`src/rtl/odd_parity_checker_serial.sv`:
```
`default_nettype none
// ============================================================================
// odd_parity_checker_serial -- strobed serial receiver: start, 3 data bits
// (LSB first), odd parity, stop. Optional macro ERR_COUNT_EN adds err_count.
// Revision: 1.0
// ============================================================================
module odd_parity_checker_serial (
  input  logic       clk,
  input  logic       rst,
  input  logic       bit_en,
  input  logic       in_bit,
  output logic [2:0] data_out,
  output logic       data_valid,
  output logic       parity_err,
  output logic       frame_err,
`ifdef ERR_COUNT_EN
  output logic [7:0] err_count,
`endif
  output logic       busy
);

  typedef enum logic [1:0] {
    S_IDLE   = 2'd0,
    S_DATA   = 2'd1,
    S_PARITY = 2'd2,
    S_STOP   = 2'd3
  } state_t;

  state_t     state_q, state_d;
  logic [1:0] cnt_q, cnt_d;
  logic [2:0] shift_q, shift_d;
  logic       par_q, par_d;
  logic [2:0] data_out_q, data_out_d;
  logic       data_valid_q, data_valid_d;
  logic       parity_err_q, parity_err_d;
  logic       frame_err_q, frame_err_d;
  logic       busy_q, busy_d;

  always_comb begin
    state_d      = state_q;
    cnt_d        = cnt_q;
    shift_d      = shift_q;
    par_d        = par_q;
    data_out_d   = data_out_q;
    // Status pulses drop after one cycle whether or not a strobe follows.
    data_valid_d = 1'b0;
    parity_err_d = 1'b0;
    frame_err_d  = 1'b0;
    if (bit_en) begin
      case (state_q)
        S_IDLE: begin
          if (!in_bit) begin
            state_d = S_DATA;
            cnt_d   = 2'd0;
          end
        end
        S_DATA: begin
          shift_d[cnt_q] = in_bit;
          if (cnt_q == 2'd2) begin
            state_d = S_PARITY;
          end else begin
            cnt_d = cnt_q + 2'd1;
          end
        end
        S_PARITY: begin
          par_d   = in_bit;
          state_d = S_STOP;
        end
        S_STOP: begin
          if (in_bit) begin
            data_out_d   = shift_q;
            data_valid_d = 1'b1;
            parity_err_d = ~(^{shift_q, par_q});
          end else begin
            frame_err_d  = 1'b1;
          end
          state_d = S_IDLE;
        end
        default: state_d = S_IDLE;
      endcase
    end
    busy_d = (state_d != S_IDLE);
  end

  always_ff @(posedge clk) begin
    if (rst) begin
      state_q      <= S_IDLE;
      cnt_q        <= 2'd0;
      shift_q      <= 3'd0;
      par_q        <= 1'b0;
      data_out_q   <= 3'd0;
      data_valid_q <= 1'b0;
      parity_err_q <= 1'b0;
      frame_err_q  <= 1'b0;
      busy_q       <= 1'b0;
    end else begin
      state_q      <= state_d;
      cnt_q        <= cnt_d;
      shift_q      <= shift_d;
      par_q        <= par_d;
      data_out_q   <= data_out_d;
      data_valid_q <= data_valid_d;
      parity_err_q <= parity_err_d;
      frame_err_q  <= frame_err_d;
      busy_q       <= busy_d;
    end
  end

  assign data_out   = data_out_q;
  assign data_valid = data_valid_q;
  assign parity_err = parity_err_q;
  assign frame_err  = frame_err_q;
  assign busy       = busy_q;

`ifdef ERR_COUNT_EN
  logic [7:0] err_count_q, err_count_d;

  // Counts on the same edge that launches the error pulse; saturates at 255.
  always_comb begin
    err_count_d = err_count_q;
    if ((parity_err_d || frame_err_d) && (err_count_q != 8'hFF)) begin
      err_count_d = err_count_q + 8'd1;
    end
  end

  always_ff @(posedge clk) begin
    if (rst) begin
      err_count_q <= 8'd0;
    end else begin
      err_count_q <= err_count_d;
    end
  end

  assign err_count = err_count_q;
`endif

endmodule
`default_nettype wire

```
`config.mk`:
```
export PLATFORM = sky130hd
export DESIGN_NAME = odd_parity_checker_serial
export DESIGN_NICKNAME = d
export VERILOG_FILES = /design/src/rtl/odd_parity_checker_serial.sv
export SDC_FILE = /design/constraint.sdc
export NUM_CORES = 1
export LEC_CHECK = 0
export ABC_CLOCK_PERIOD_IN_PS = 3600
export CAP_MARGIN = 20
export CORE_AREA = 2 2 39 41
export CTS_CLUSTER_DIAMETER = 150
export CTS_CLUSTER_SIZE = 10
export DETAILED_ROUTE_END_ITERATION = 8
export DIE_AREA = 0 0 41 43
export DONT_BUFFER_PORTS = 1
export PLACE_DENSITY_LB_ADDON = 0.08
export RECOVER_POWER = 100
export SLEW_MARGIN = 20
export SYNTH_ARGS = -nofsm -noshare
export SYNTH_HDL_FRONTEND = slang
export SYNTH_SLANG_ARGS = --single-unit
```
`constraint.sdc`:
```
create_clock -name clk -period 3.6 [get_ports clk]
set_input_delay 0.36 -clock clk [delete_from_list [all_inputs] [get_ports clk]]
set_output_delay 0.36 -clock clk [all_outputs]
set_load 0.01 [all_outputs]
```
==> out/metrics.cfg, run 1 <==
[sta]
max_freq_mhz = 726
fin_crit_sh_pct = 38.3
rsz0062_at_grt = false
skew_ns = 0.00342
slew_headroom_pct = 77.4
maxSlewViolCount = 0
min_period_ns = 1.38
setup_violations = 0
finalSetupTns_ns = 0
worst_pin_slew_ns = 0.338
hold_viol = 0
worst_slack_ns = 2.22

[final_layout]
finalNetCount = 77
num_antenna_cells = 0
area_growth_pct = -2.96
multi_input_area_um2 = 343
n_fill_cell = 137
regArea_um2 = 300
fin_cells = 85
final_core_utilization_pct = 50.5
layout-drive-gt1-share_pct = 7.25

[logic_synthesis]
synthFlopType = dfxtp_1
ys.warnings.count = 0
synth_edf_count = 0
netlist_area_um2 = 719
synth_cell_type_count = 26
syn-instance-count = 70
yosysTopAreaCellShare_pct = 41.7
synth_area_leader_cell = dfxtp_1
async_flop_share_pct = 0
synth_seq_cells = 15
synth_nets = 77
ys_top_cells_by_area = dfxtp_1 (42%), mux2i_1 (11%), nor2_1 (5.7%)
postSynthAreaPerCell_um2 = 10.3
ys_seq_area_share_pct = 41.7
ys_top_cells_by_count = dfxtp_1 (15), nor2_1 (11), mux2i_1 (8)
synth_most_common_cell = dfxtp_1

[clock_tree]
cts_sinks = 15
clockRootBuffer = clkbuf_4
cts_buffer_depth = 2
cts_tree = built
cts.htree.levels = 1
cts.clk_slew.worst_paths_ns = 0.09
cts_resized = 0
clk_latency_ns = 0.28
post_cts_buffers = 0
cts_made_buffers = 3
cts.hold.buffers_added = 0

[place]
post-dp-hpwl_um = 765
gp_congestion = 0.665
portBuffers = 0
place_inst = 81
place_ws_ns = 2.34

[power_and_ir_drop]
powerDensity_nw_per_um2 = 397
ir_drop_uv = 222
p_leak_nw = 0.300

[setup_path]
worst_ep_required_time_ns = 3.77
worstReg2RegStart = cnt_q[0]$_SDFFE_PP0P_
cp_max_fo = 4
reg2reg_slack_ns = 2.22
crit_arrival_ns = 1.55
critPathLaunchType = flip-flop
crit_type = flip-flop to flip-flop
reg2regPathDepth = 5
worstReg2RegEnd = cnt_q[1]$_SDFFE_PP0P_
end_kind = flip-flop
cp-startpoint = cnt_q[0]$_SDFFE_PP0P_

[global_routing]
gr-total-overflow = 0
grt.busiest_layer = met2
grt_pass1_vias = 420
grt_max_degree = 16
met1_usage_pct = 20.2
grt_pass1_wl_um = 1790
use_met2_pct = 20.6
gr-usage-met3_pct = 5.76
antenna_found_initial = 0
track_usage_pct = 15.5

[floorplanning]
core_um2 = 1380
initial_core_util_pct = 52.0
die-area_um2 = 1760
rows = 14
die_w_um = 41
dieHeight_um = 43
pin_count = 11

[drt]
avgViaCountPerCell = 5.40
dr_total_vias = 459
ant_nets = 0
drt_iter0_drc = 2
drt-total-wl_um = 1060
firstDrtPassIters = 3
wl_per_cell_um = 12.5
drc = 0

[job]
drv_cap = 0

[hold_path]
hold_path.class = input port to flip-flop
whs_path_depth = 1
worstHoldStart = rst
hold-path-endpoint = cnt_q[0]$_SDFFE_PP0P_

[run_status]
status = finished clean

## layout by cell type (no fill, tap or decap), types with 2 or more instances in the layout
master    Yosys  routed
nor2_1       11      11
inv_1         2       2
mux2i_1       8       8
dfxtp_1      15      15
ha_1          3       3
nor2b_1       2       2
nand4b_1      3       3
nand4_1       2       3
a21oi_1       3       3
clkbuf_4      0       3
xnor2_1       2       2
## cells by family (layout without fill, tap and decap cells)
logic type	count (synthesis)	after routing	share of synthesized area (%)
buffers and inverters	7	6	6.96
xor gates and xnor gates	3	3	3.65
AOI/OAI and AO/OA	8	8	8.00
and+or+nand+nor	25	25	21.2
muxes	9	9	13.2
DFF	15	15	41.7
adders and majority gates	3	3	5.22
## worst max path at each step
| stage | depth (start not counted) | to |
|---|---|---|
| floorplan | 5 | cnt_q[0]$_SDFFE_PP0P_ |
| global placement | 5 | cnt_q[0]$_SDFFE_PP0P_ |
| detailed placement | 5 | cnt_q[1]$_SDFFE_PP0P_ |
| CTS | 5 | cnt_q[1]$_SDFFE_PP0P_ |
| global route | 5 | cnt_q[1]$_SDFFE_PP0P_ |
| finish | 5 | cnt_q[1]$_SDFFE_PP0P_ |
## critical path, stage by stage, from the launching register on
cell and delay (ns):
dfxtp_1 0.37, inv_1 0.09, ha_1 0.24, mux2_1 0.34, o21ai_0 0.15, a21oi_1 0.08
## final cells by class
cell class / instances / share of cell area (%)
Clock buffer: 3 / 3.23
Clock inverter: 1 / 0.717
Inverter: 2 / 1.08
Multi-Input combinational cell: 48 / 49.1
Sequential cell: 15 / 43.0
Tap cell: 16 / 2.87
## per-stage QoR
stage | power, mW | area (um2) | hold WS (ns)
after global routing | 0.291 | 698 | 0.120
after global placement | 0.189 | 697 | 0.431
after detailed placement | 0.189 | 697 | 0.435
final | 0.277 | 698 | 0.135
after CTS | 0.285 | 724 | 0.127
after floorplan | 0.193 | 719 | 0.429
## sequential cells by signal, indices dropped and copies added (netlist names)
signal	flops
shift_q	3
busy	1
data_out	3
frame_err	1
cnt_q	2
par_q	1
state_q	2
parity_err	1
data_valid	1
## routing by layer
metal	vias up	routed length [um]
met5	-	0
met1	212	493
met2	6	503
met3	2	47
li1	239	-
met4	0	17
## power by group
group | internal, mW | switching (mW) | total (mW)
logic | 0.00610 | 0.00531 | 0.0114
clock network | 0.0412 | 0.0532 | 0.0943
registers | 0.168 | 0.00335 | 0.172
total | 0.215 | 0.0618 | 0.277
No activity file was read; power rests on OpenSTA's default activity.
==> run 2, diff against run 1 <==
Settings changed: ABC_CLOCK_PERIOD_IN_PS 3600 to 1400.
Clock period 3.6 ns to 1.4 ns, I/O delays scaled along.
==> run 2 against run 1 <==
Via count rose by 1.3%; power rose to 2.6 times the previous value; design area rose by 5.6%; non-clock buffer count rose by 2; critical path depth did not move; sequential share of layout area fell by 2.3 points; sequential power rose to 2.6 times the previous value; sequential cell count did not move; combinational power rose to 3.6 times the previous value; utilization rose by 2.8 points; final cell count rose by 2.4%; critical path type unchanged; critical endpoint unchanged; largest power group unchanged.
==> out/metrics.cfg, run 2 (synthesis gave the netlist of run 1 again) <==
[run_status]
status = finished clean

[sta]
maxSlewViolCount = 0  ; unchanged
worst_pin_slew_ns = 0.497  ; +0.159 ns
slew_headroom_pct = 66.8  ; -11 points
skew_ns = 0.00372  ; +0.000303 ns
rsz0062_at_grt = false
min_period_ns = 1.26  ; -0.113 ns
fin_crit_sh_pct = 90.3  ; +52 points
finalSetupTns_ns = 0  ; unchanged
setup_violations = 0  ; unchanged
max_freq_mhz = 791  ; +8.9%
hold_viol = 0  ; unchanged

[clock_tree]
cts_buffer_depth = 2  ; unchanged
cts_sinks = 15  ; unchanged
cts.clk_slew.worst_paths_ns = 0.09  ; about the same
cts.htree.levels = 1  ; unchanged
clk_latency_ns = 0.28  ; about the same
clockRootBuffer = clkbuf_4
cts_made_buffers = 3  ; unchanged
cts_tree = built
cts_resized = 0  ; unchanged

[floorplanning]
rows = 14  ; unchanged
core_um2 = 1380  ; unchanged
dieHeight_um = 43  ; unchanged
pin_count = 11  ; unchanged
die_w_um = 41  ; unchanged
die-area_um2 = 1760  ; unchanged
initial_core_util_pct = 52.0  ; unchanged

[global_routing]
gr-total-overflow = 0  ; unchanged
track_usage_pct = 16.1  ; +0.61 points
antenna_found_initial = 0  ; unchanged
grt_pass1_vias = 432  ; +2.9%
grt_pass1_wl_um = 1850  ; +3.5%
grt_max_degree = 15  ; -1

[place]
post-dp-hpwl_um = 765  ; unchanged
portBuffers = 0  ; unchanged
gp_congestion = 0.665  ; unchanged
place_area_um2 = 697  ; unchanged
place_inst = 81  ; unchanged

[final_layout]
finalNetCount = 79  ; +2.6%
layout_commonest_cell = dfxtp_1
final_core_utilization_pct = 53.3  ; +2.8 points
fin_cells = 87  ; +2.4%
num_antenna_cells = 0  ; unchanged
area_growth_pct = 2.43
fin_area_um2 = 737  ; +5.6%
layout-drive-gt1-share_pct = 9.86  ; +2.6 points
final_cell_mix = dfxtp_1 (15), nor2_1 (11), mux2i_1 (8)

[setup_path]
crit_arrival_ns = 1.42  ; -0.13 ns
crit_path_top_delay_cell = dfxtp_1
critPathLaunchType = flip-flop
crit_type = flip-flop to flip-flop
worst_ep_required_time_ns = 1.55  ; -2.22 ns
max_stage_delay_ns = 0.36  ; about the same
cp_max_fo = 4  ; unchanged
critical_path.cell_chain = inv_1, ha_1, mux2_4, o21ai_1, a21oi_1
end_kind = flip-flop

[power_and_ir_drop]
internal_power_mw = 0.560  ; +160%
pwr-share-clk_pct = 33.5  ; -0.5 points
powerDensity_nw_per_um2 = 986  ; +150%
p_sw_mw = 0.167  ; +170%
ir_drop_uv = 574  ; +160%
p_comb_share_pct = 5.7  ; +1.6 points
p_leak_nw = 0.319  ; +6.3%
pwr-share-seq_pct = 60.9  ; -1.0 points
switching_share_pct = 23.0  ; +0.67 points
total_power_mw = 0.726  ; +160%

[drt]
ant_nets = 0  ; unchanged
wl_per_cell_um = 12.5  ; +0.19%
avgViaCountPerCell = 5.34  ; -1.0%
firstDrtPassIters = 4  ; +1
drt-total-wl_um = 1090  ; +2.5%
drt_iter0_drc = 6  ; +4
dr_total_vias = 465  ; +1.3%
drc = 0  ; unchanged

[hold_path]
hold_path.class = input port to flip-flop

[job]
drv_cap = 0  ; unchanged

[run 2: cell count changes in the layout (fill, tap and decap cells not counted)]
cell and change:
dlygate4sd3_1 +2, o21ai_1 +2, a21boi_0 -1, a21boi_2 +1, mux2_1 -1, mux2_4 +1
nand4_1 -1, nand4_4 +1, o21ai_0 -1, o21ai_2 -1
[run 2: metrics by stage]
step | setup slack (ns) | hold WS [ns]
after global routing | 0.0291 | 0.00515
after global placement | 0.167 | 0.211
after detailed placement | 0.140 | 0.215
after floorplan | 0.198 | 0.209
after CTS | 0.108 | 0.00416
final | 0.135 | 0.00797
[run 2: worst paths after layout]
check	start	end	slack, ns	cells after the start
setup / recovery	cnt_q[0]$_SDFFE_PP0P_	cnt_q[1]$_SDFFE_PP0P_	0.14	5
hold reg to reg	cnt_q[0]$_SDFFE_PP0P_	cnt_q[0]$_SDFFE_PP0P_	0.51	2
setup reg to reg	cnt_q[0]$_SDFFE_PP0P_	cnt_q[1]$_SDFFE_PP0P_	0.14	5
hold / removal	in_bit	shift_q[0]$_SDFFE_PP0P_	0.008	2
[run 2: area by class of cell]
cell class / instances / area, um2
Fill cell: 132 / 647
Multi-Input combinational cell: 48 / 362
Sequential cell: 15 / 300
Clock buffer: 3 / 22.5
Timing Repair Buffer: 2 / 20.0
Tap cell: 16 / 20.0
Inverter: 2 / 7.51
Clock inverter: 1 / 5.00
[run 2: critical path, delay by kind of cell, from the launching register on]
| kind | cells | cell delay, ns |
|---|---|---|
| buf+inv | 1 | 0.08 |
| fa+ha+maj | 1 | 0.24 |
| compound gates | 2 | 0.18 |
| flops | 1 | 0.36 |
| mux | 1 | 0.28 |
[run 2: timing repair]
item                                   4_1_cts  5_1_grt
endpoints found under the hold margin       14        0
setup buffers                                0        0
hold buffers                                 2        0
[run 2: routing by layer]
metal	track usage [%]	vias up	share of wire, %
met1	21.5	214	47
met5	0	-	0
met3	5.76	2	4.1
li1	-	244	-
met4	10.0	0	1.6
met2	21.3	5	47
[run 2: power by group through the flow]
stage,logic [mW],clock network [mW],registers [mW]
2_1_floorplan,0.0511,0,0.446
3_3_place_gp,0.0330,0,0.452
3_5_place_dp,0.0325,0,0.452
4_1_cts,0.0434,0.256,0.442
5_1_grt,0.0463,0.273,0.443
6_report,0.0412,0.243,0.442
==> run 3, diff against run 2 <==
Settings changed: CTS_CLUSTER_DIAMETER 150 to 40, RECOVER_POWER 100 to not set, TNS_END_PERCENT set to 100.
==> run 3 against run 2 <==
Wire length decreased by 0.74%; clock power about the same; maximum frequency is 1.3% lower; sequential cell count stayed put; design area increased by 1.0%; sequential share of layout area down 0.41 points; hold slack is essentially flat; via count fell by 1.1%; worst setup slack lost 0.017 ns; global-route usage stayed put; sequential power barely moved; count of clock-buffer cells in the layout is the same; largest cell class unchanged.
==> out/metrics.cfg, run 3 (synthesis gave the netlist of run 1 again) <==
[global_routing]
grt_pass1_vias = 432  ; unchanged
gr-total-overflow = 0  ; unchanged
antenna_found_initial = 0  ; unchanged
grt_pass1_wl_um = 1850  ; unchanged
track_usage_pct = 16.1  ; unchanged
grt_max_degree = 15  ; unchanged

[clock_tree]
cts.htree.levels = 1  ; unchanged
cts_buffer_depth = 2  ; unchanged
cts_resized = 0  ; unchanged
cts.hold.buffers_added = 2  ; unchanged
clockRootBuffer = clkbuf_4
clk_latency_ns = 0.28  ; about the same
cts_made_buffers = 3  ; unchanged
cts_sinks = 15  ; unchanged
post_cts_buffers = 0  ; unchanged
cts.clk_slew.worst_paths_ns = 0.09  ; about the same
cts_tree = built

[floorplanning]
dieHeight_um = 43  ; unchanged
rows = 14  ; unchanged
pin_count = 11  ; unchanged
core_um2 = 1380  ; unchanged
die-area_um2 = 1760  ; unchanged
initial_core_util_pct = 52.0  ; unchanged
die_w_um = 41  ; unchanged

[final_layout]
layout-drive-gt1-share_pct = 12.7  ; +2.8 points
final_cell_mix = dfxtp_1 (15), nor2_1 (11), mux2i_1 (8)
layout_commonest_cell = dfxtp_1
area_growth_pct = 3.48
num_antenna_cells = 0  ; unchanged
finalNetCount = 79  ; unchanged

[sta]
maxSlewViolCount = 0  ; unchanged
skew_ns = 0.00376  ; +0.0000383 ns
max_freq_mhz = 780  ; -1.3%
min_period_ns = 1.28  ; +0.0169 ns
worst_slack_ns = 0.118  ; -0.0169 ns
fin_crit_sh_pct = 91.5  ; +1.2 points
hold_viol = 0  ; unchanged
setup_violations = 0  ; unchanged
rsz0062_at_grt = false
slew_headroom_pct = 66.6  ; -0.13 points
finalSetupTns_ns = 0  ; unchanged
worst_pin_slew_ns = 0.499  ; +0.00197 ns

[setup_path]
crit_family = flip-flops
critPathLaunchType = flip-flop
crit_type = flip-flop to flip-flop
end_kind = flip-flop
critical_path.cell_chain = inv_1, ha_1, mux2_4, o21ai_2, a21oi_1
crit_path_top_delay_cell = dfxtp_1
crit_buf_inv = 1  ; unchanged
cp_max_fo = 4  ; unchanged
worst_ep_required_time_ns = 1.55  ; about the same
max_stage_delay_ns = 0.37  ; about the same
crit_arrival_ns = 1.43  ; about the same

[run_status]
status = finished clean

[drt]
wl_per_cell_um = 12.4  ; -0.74%
firstDrtPassIters = 4  ; unchanged
drc = 0  ; unchanged
drt-total-wl_um = 1080  ; -0.74%
avgViaCountPerCell = 5.29  ; -1.1%
dr_total_vias = 460  ; -1.1%
ant_nets = 0  ; unchanged
drt_iter0_drc = 3  ; -3

[place]
place_ws_ns = 0.140  ; unchanged
gp_congestion = 0.665  ; unchanged
portBuffers = 0  ; unchanged
post-dp-hpwl_um = 765  ; unchanged

[power_and_ir_drop]
powerDensity_nw_per_um2 = 978  ; -0.77%
ir_drop_uv = 574  ; about the same
p_leak_nw = 0.320  ; +0.26%

[job]
drv_cap = 0  ; unchanged

[hold_path]
hold_path.class = input port to flip-flop

==> run 3: cell types whose count changed in the layout (fill, tap and decap cells not counted) <==
cell	delta
o21ai_1	-2
o21ai_2	+2
==> run 3: area by class of cell <==
cell class / count / area (um2)
clock inverter: 1 / 5.00
tap: 16 / 20.0
sequential: 15 / 300
clock buffer: 3 / 22.5
timing repair buffer: 2 / 20.0
inverter: 2 / 7.51
fill: 128 / 639
multi-input combinational: 48 / 369
==> run 3: power by group <==
| group | switching, mW | total [mW] | internal [mW] | leakage (nW) |
|---|---|---|---|---|
| Clock | 0.137 | 0.243 | 0.106 | 0.0177 |
| Combinational | 0.0212 | 0.0427 | 0.0215 | 0.181 |
| Sequential | 0.00978 | 0.442 | 0.432 | 0.121 |
==> run 3: metal layers <==
layer  global-route usage [%]  wire (um)
met1                     21.5        504
met4                     10.0         17
met5                        0          0
met3                     5.76         45
met2                     21.3        513
==> run 3: final timing paths <==
check	slack [ns]	cells after the start	to	start
max reg2reg	0.12	5	cnt_q[1]$_SDFFE_PP0P_	cnt_q[0]$_SDFFE_PP0P_
min	0.008	2	shift_q[0]$_SDFFE_PP0P_	in_bit
min reg2reg	0.48	2	cnt_q[0]$_SDFFE_PP0P_	cnt_q[0]$_SDFFE_PP0P_
max	0.12	5	cnt_q[1]$_SDFFE_PP0P_	cnt_q[0]$_SDFFE_PP0P_
==> run 3: per-stage QoR <==
step / power [mW] / cell area [um2] / hold slack (ns) / std cells / utilization [%]
after global placement: 0.486 / 697 / 0.211 / 81 / 50.4
after floorplan: 0.497 / 719 / 0.209 / 70 / -
after global routing: 0.764 / 744 / 0.00515 / 87 / 53.8
final: 0.728 / 744 / 0.00792 / 87 / 53.8
after detailed placement: 0.485 / 697 / 0.215 / 81 / 50.4
after CTS: 0.742 / 744 / 0.00416 / 87 / 53.8
